<file path="config.mk">
export PLATFORM = sky130hd
export DESIGN_NAME = ram_fifo_ctrl_flat
export DESIGN_NICKNAME = d
export VERILOG_FILES = /design/src/rtl/ram_fifo_ctrl_if.sv /design/src/rtl/ram_fifo_ctrl.sv /design/src/flat_wrapper.sv
export SDC_FILE = /design/constraint.sdc
export NUM_CORES = 1
export LEC_CHECK = 0
export CORE_ASPECT_RATIO = 0.5
export CORE_UTILIZATION = 35
export CTS_CLUSTER_DIAMETER = 100
export DETAILED_ROUTE_END_ITERATION = 7
export PLACE_DENSITY = 0.71
export SLEW_MARGIN = 20
export SYNTH_ARGS = -nofsm -noshare
export SYNTH_HDL_FRONTEND = slang
export SYNTH_SLANG_ARGS = --single-unit
</file>
<file path="constraint.sdc">
create_clock -name clk -period 2.6 [get_ports clk]
set_clock_uncertainty 0.15 [all_clocks]
set_input_delay 0.26 -clock clk [delete_from_list [all_inputs] [get_ports clk]]
set_output_delay 0.26 -clock clk [all_outputs]
set_load 0.01 [all_outputs]
</file>
<file path="src/rtl/ram_fifo_ctrl_if.sv">
// Purpose: bundles the producer/consumer handshake and the RAM port strobes of the FIFO controller.
// Ports: master = FIFO user plus RAM model (drives push/pop/data and ram_rd_data, sees flags and strobes);
//        slave  = ram_fifo_ctrl (drives flags, pop data/valid and all RAM write/read strobes).
interface ram_fifo_ctrl_if #(
  parameter int ADDR_W = 4,
  parameter int DATA_W = 8
);
  logic              push;
  logic [DATA_W-1:0] push_data;
  logic              pop;
  logic [DATA_W-1:0] pop_data;
  logic              pop_valid;
  logic              full;
  logic              afull;
  logic              empty;
  logic [ADDR_W:0]   count;
  logic              ovf;
  logic              udf;
  logic              ram_wr_enb;
  logic [ADDR_W-1:0] ram_wr_addr;
  logic [DATA_W-1:0] ram_wr_data;
  logic              ram_rd_enb;
  logic [ADDR_W-1:0] ram_rd_addr;
  logic [DATA_W-1:0] ram_rd_data;

  modport master (
    output push, push_data, pop, ram_rd_data,
    input  pop_data, pop_valid, full, afull, empty, count, ovf, udf,
    input  ram_wr_enb, ram_wr_addr, ram_wr_data, ram_rd_enb, ram_rd_addr
  );

  modport slave (
    input  push, push_data, pop, ram_rd_data,
    output pop_data, pop_valid, full, afull, empty, count, ovf, udf,
    output ram_wr_enb, ram_wr_addr, ram_wr_data, ram_rd_enb, ram_rd_addr
  );
endinterface

</file>
<file path="src/rtl/ram_fifo_ctrl.sv">
// Purpose: FIFO controller driving a 2**ADDR_W x DATA_W dual-port RAM (read-before-write, registered read).
// Latency: pop_valid/pop_data one cycle after an accepted pop; flags reflect registered pointers.
// Backpressure: push while full and pop while empty are dropped and flagged by one-cycle ovf/udf pulses.
// Ports: clk, rst (async, active-low), bus (slave modport: push/pop handshake, flags, RAM strobes).
module ram_fifo_ctrl #(
  parameter int ADDR_W    = 4,
  parameter int DATA_W    = 8,
  parameter int AFULL_THR = 14
) (
  input logic            clk,
  input logic            rst,
  ram_fifo_ctrl_if.slave bus
);

  localparam int PTR_W = ADDR_W + 1;

  logic [PTR_W-1:0]  wptr_q, wptr_d;
  logic [PTR_W-1:0]  rptr_q, rptr_d;
  logic [PTR_W-1:0]  count_q, count_d;
  logic              pop_valid_q;
  logic              ovf_q;
  logic              udf_q;
  logic              full, empty;
  logic              push_acc, pop_acc;
  logic [DATA_W-1:0] wr_data, rd_data;

  // Extra pointer MSB distinguishes full from empty when the address bits match.
  assign empty = (wptr_q == rptr_q);
  assign full  = (wptr_q[ADDR_W] != rptr_q[ADDR_W]) &&
                 (wptr_q[ADDR_W-1:0] == rptr_q[ADDR_W-1:0]);

  assign push_acc = bus.push & ~full;
  assign pop_acc  = bus.pop  & ~empty;

  always_comb begin
    wptr_d  = wptr_q + PTR_W'(push_acc);
    rptr_d  = rptr_q + PTR_W'(pop_acc);
    count_d = count_q + PTR_W'(push_acc) - PTR_W'(pop_acc);
  end

  always_ff @(posedge clk or negedge rst) begin
    if (!rst) begin
      wptr_q      <= '0;
      rptr_q      <= '0;
      count_q     <= '0;
      pop_valid_q <= 1'b0;
      ovf_q       <= 1'b0;
      udf_q       <= 1'b0;
    end else begin
      wptr_q      <= wptr_d;
      rptr_q      <= rptr_d;
      count_q     <= count_d;
      pop_valid_q <= pop_acc;
      ovf_q       <= bus.push & full;
      udf_q       <= bus.pop & empty;
    end
  end

  // Gate strobes with reset so nothing reaches the RAM while reset is held,
  // even if push is asserted (pointers are equal, so full is low then).
  assign wr_data         = bus.push_data;
  assign rd_data         = bus.ram_rd_data;
  assign bus.ram_wr_enb  = push_acc & rst;
  assign bus.ram_wr_addr = wptr_q[ADDR_W-1:0];
  assign bus.ram_wr_data = wr_data;
  assign bus.ram_rd_enb  = pop_acc & rst;
  assign bus.ram_rd_addr = rptr_q[ADDR_W-1:0];

  // RAM registers read data on the pop edge, so it lines up with pop_valid_q.
  assign bus.pop_data  = rd_data;
  assign bus.pop_valid = pop_valid_q;
  assign bus.full      = full;
  assign bus.empty     = empty;
  assign bus.afull     = (count_q >= PTR_W'(AFULL_THR));
  assign bus.count     = count_q;
  assign bus.ovf       = ovf_q;
  assign bus.udf       = udf_q;

endmodule

</file>
<file path="src/flat_wrapper.sv">
// flat-port wrapper written by rule: the top's interface ports become plain ports
module ram_fifo_ctrl_flat 
#(
  parameter int ADDR_W    = 4,
  parameter int DATA_W    = 8,
  parameter int AFULL_THR = 14
)
  (clk, rst, bus_push, bus_push_data, bus_pop, bus_ram_rd_data, bus_pop_data, bus_pop_valid, bus_full, bus_afull, bus_empty, bus_count, bus_ovf, bus_udf, bus_ram_wr_enb, bus_ram_wr_addr, bus_ram_wr_data, bus_ram_rd_enb, bus_ram_rd_addr);
  ram_fifo_ctrl_if #(.ADDR_W(ADDR_W), .DATA_W(DATA_W)) bus_i ();
  input logic clk;
  input logic rst;
  input wire logic [$bits(bus_i.push)-1:0] bus_push;
  input wire logic [$bits(bus_i.push_data)-1:0] bus_push_data;
  input wire logic [$bits(bus_i.pop)-1:0] bus_pop;
  input wire logic [$bits(bus_i.ram_rd_data)-1:0] bus_ram_rd_data;
  output wire logic [$bits(bus_i.pop_data)-1:0] bus_pop_data;
  output wire logic [$bits(bus_i.pop_valid)-1:0] bus_pop_valid;
  output wire logic [$bits(bus_i.full)-1:0] bus_full;
  output wire logic [$bits(bus_i.afull)-1:0] bus_afull;
  output wire logic [$bits(bus_i.empty)-1:0] bus_empty;
  output wire logic [$bits(bus_i.count)-1:0] bus_count;
  output wire logic [$bits(bus_i.ovf)-1:0] bus_ovf;
  output wire logic [$bits(bus_i.udf)-1:0] bus_udf;
  output wire logic [$bits(bus_i.ram_wr_enb)-1:0] bus_ram_wr_enb;
  output wire logic [$bits(bus_i.ram_wr_addr)-1:0] bus_ram_wr_addr;
  output wire logic [$bits(bus_i.ram_wr_data)-1:0] bus_ram_wr_data;
  output wire logic [$bits(bus_i.ram_rd_enb)-1:0] bus_ram_rd_enb;
  output wire logic [$bits(bus_i.ram_rd_addr)-1:0] bus_ram_rd_addr;
  assign bus_i.push = bus_push;
  assign bus_i.push_data = bus_push_data;
  assign bus_i.pop = bus_pop;
  assign bus_i.ram_rd_data = bus_ram_rd_data;
  assign bus_pop_data = bus_i.pop_data;
  assign bus_pop_valid = bus_i.pop_valid;
  assign bus_full = bus_i.full;
  assign bus_afull = bus_i.afull;
  assign bus_empty = bus_i.empty;
  assign bus_count = bus_i.count;
  assign bus_ovf = bus_i.ovf;
  assign bus_udf = bus_i.udf;
  assign bus_ram_wr_enb = bus_i.ram_wr_enb;
  assign bus_ram_wr_addr = bus_i.ram_wr_addr;
  assign bus_ram_wr_data = bus_i.ram_wr_data;
  assign bus_ram_rd_enb = bus_i.ram_rd_enb;
  assign bus_ram_rd_addr = bus_i.ram_rd_addr;
  ram_fifo_ctrl #(.ADDR_W(ADDR_W), .DATA_W(DATA_W), .AFULL_THR(AFULL_THR)) u_core (.clk(clk), .rst(rst), .bus(bus_i));
endmodule
</file>
==> impl_metrics.py <==
metrics = {
    "outcome": {
        "status": "complete, no violations",
    },
    "setup_path": {
        "critPathRequiredTime_ns": 2.63,
        "critPathArrivalTime_ns": 2.50,
        "cp_max_fo": 2,
        "cpPeakStageDelay_ns": 0.40,
        "startpoint": "u_core.rptr_q[2]",
        "r2r_cells": 11,
        "end_kind": "flip-flop",
        "timing.critical_path.slowest_stage_cell": "dfrtp_1",
        "r2r_slack_ns": 0.13,
        "crit_path_end": "u_core.bus.count[4]",
        "startpoint_type": "flip-flop",
        "r2r-start": "u_core.rptr_q[2]",
        "path_class": "flip-flop to flip-flop",
        "cp_common_cell": "xnor2_1",
        "path_cells": "xnor2_1, nand4_1, o21ai_2, inv_2, ha_1, inv_1, ha_2, fa_2, a21o_1, a21oi_2, xnor2_1",
        "r2r-end": "u_core.bus.count[4]",
    },
    "layout": {
        "nets": 151,
        "area_growth_pct": 25.06,
        "num-fill-cells": 245,
        "stdcell_area_um2": 1355,
        "final_common_cell": "clkdlybuf4s50_1",
        "num_antenna_cells": 0,
        "drive_above_1_share": 0.1864,
        "final_cell_mix": "clkdlybuf4s50_1 (24), dfrtp_1 (18), buf_4 (13)",
        "final_util": 0.4900,
    },
    "die": {
        "io_pins": 57,
        "dieArea_um2": 3336,
        "rows": 13,
        "die_w_um": 80.69,
        "start_util": 0.3919,
        "coreArea_um2": 2765,
        "die-height_um": 41.35,
    },
    "pwr": {
        "total_power_mw": 1.877,
        "vdd_ir_drop_max_v": 0.0004532,
        "power_density_nw_per_um2": 1385,
        "total_leakage_power_nw": 0.6431,
    },
    "yosys": {
        "syn_avg_cell_area_um2": 10.73,
        "seq_area_frac_synth": 0.4157,
        "synthCells": 101,
        "ys_types": 19,
        "synth_nets": 133,
        "ys_seq_elements": 18,
        "synth_warnings": 0,
        "syn_area_um2": 1084,
    },
    "global_routing": {
        "grt_max_degree": 18,
        "grt.overflow.total": 0,
        "grt_usage": 0.1263,
        "antenna_found_initial": 0,
        "grt_pass1_wl_mm": 2.960,
        "grt_pass1_vias": 658,
    },
    "routing": {
        "viasPerCell": 4.413,
        "dr.pass1.iters": 3,
        "wirelength_mm": 1.896,
        "drt-initial-drc-count": 17,
        "avgRoutedWirePerCell_um": 12.23,
        "antenna_left": 0,
        "drc": 0,
        "vias": 684,
    },
    "clocking": {
        "cts_inserted_buffers": 3,
        "clock_sinks": 18,
        "cts-root-buf": "clkbuf_8",
        "insertion_delay_ns": 0.26,
        "cts_buffer_depth": 2,
        "tritoncts": "yes",
        "clk_pin_slew_worst_paths_ns": 0.07,
        "h-tree-depth": 1,
    },
    "timing": {
        "maxSlewViolCount": 0,
        "period_share": 0.9504,
        "max_freq_ghz": 0.4047,
        "hold_viol_final": 0,
        "maxSlewHeadroom": 0.7828,
        "setup_viol": 0,
        "tightest_slew_ns": 0.3248,
        "rsz0062_at_grt": "false",
        "min_period_ns": 2.471,
    },
    "run": {
        "cap_violations": 0,
    },
    "hold_path": {
        "hold_class": "input pin to async pin",
    },
    "place": {
        "routabilityCongestion": 0.7711,
        "dpl_cell_area_um2": 1272,
        "numPortBuffers": 24,
        "hpwlAfterDp_mm": 1.466,
    },
}
## synthesized netlist by cell type
cell	number	area, um^2
buf_4	24	180.2
dfrtp_1	18	450.4
ha_1	11	137.6
xnor2_1	11	96.34
inv_1	9	33.78
nand3_1	4	20.02
xor2_1	4	35.03
a21oi_1	3	15.01
a21o_1	2	15.01
and2_1	2	12.51
and3_1	2	12.51
nand2_1	2	7.510
nor2b_1	2	12.51
o21ai_0	2	10.01
and4_1	1	8.760
fa_1	1	20.02
nand4_1	1	6.260
nor2_1	1	3.750
or2_1	1	6.260
## sequential cells by signal (all words and copies together) (netlist names)
name,count
u_core.bus.count,5
u_core.bus.ovf,1
u_core.bus.pop_valid,1
u_core.bus.udf,1
u_core.rptr_q,5
u_core.wptr_q,5
## critical path, delay by kind of cell (launching register included)
kind            cells  cell delay (ns)
buf+inv             2             0.09
xor+xnor            2             0.29
flops               1             0.40
simple gates        1             0.14
fa+ha+maj           3             0.79
compound gates      3             0.51
## logic make-up after synthesis
family                     after synthesis  share of synthesized area
DFF                                     18                     0.4157
xor gates and xnor gates                15                     0.1212
AOI/OAI and AO/OA                        7                    0.03694
and+or+nand+nor                         16                    0.08314
buffers and inverters                   33                     0.1975
adders and majority gates               12                     0.1455
## per-stage QoR
step	worst slack (ns)	hold slack, ns	std cells	setup TNS [ns]
global route	0.001420	0.04231	155	0
global placement	0.007239	0.3235	149	0
CTS	0.004870	0.03757	154	0
floorplan	0.04770	-0.1856	101	0
finish	0.1289	0.03674	155	0
detailed placement	-0.06049	0.3245	149	-0.06049
## report_power, final
| group | switching (mW) | leakage (nW) | total (mW) | internal [mW] |
|---|---|---|---|---|
| clock network | 0.0993 | 0.0288 | 0.234 | 0.135 |
| registers | 0.111 | 0.216 | 0.534 | 0.423 |
| logic | 0.467 | 0.398 | 1.11 | 0.641 |
| total | 0.677 | 0.643 | 1.88 | 1.20 |
## area by class of cell
cell class / instances / area, um^2 / share of cell area
sequential: 18 / 450.4 / 0.3324
multi-input combinational: 50 / 431.7 / 0.3186
timing repair buffer: 37 / 337.8 / 0.2493
clock buffer: 4 / 55.05 / 0.04063
tap: 37 / 46.29 / 0.03416
inverter: 9 / 33.78 / 0.02493
## worst min path at each step
stage	start	to
2_1_floorplan	rst	u_core.bus.count[0]
3_3_place_gp	rst	u_core.bus.ovf
3_5_place_dp	rst	u_core.bus.ovf
4_1_cts	rst	u_core.bus.ovf
5_1_grt	rst	u_core.bus.ovf
6_report	rst	u_core.bus.ovf
## repair_timing
action                                  in CTS  in global routing
hold buffers                                 0                  0
endpoints found under the setup margin       1                  1
buffers inserted                             1                  1
pin swaps                                    2                  3
gates resized for setup                      2                  3
## layer usage
metal | GRT usage | share of wire
met1 | 0.1417 | 0.44
met2 | 0.2246 | 0.48
met3 | 0.03913 | 0.058
met4 | 0.08036 | 0.021
met5 | 0 | 0
No activity file was read; power rests on OpenSTA's default activity.
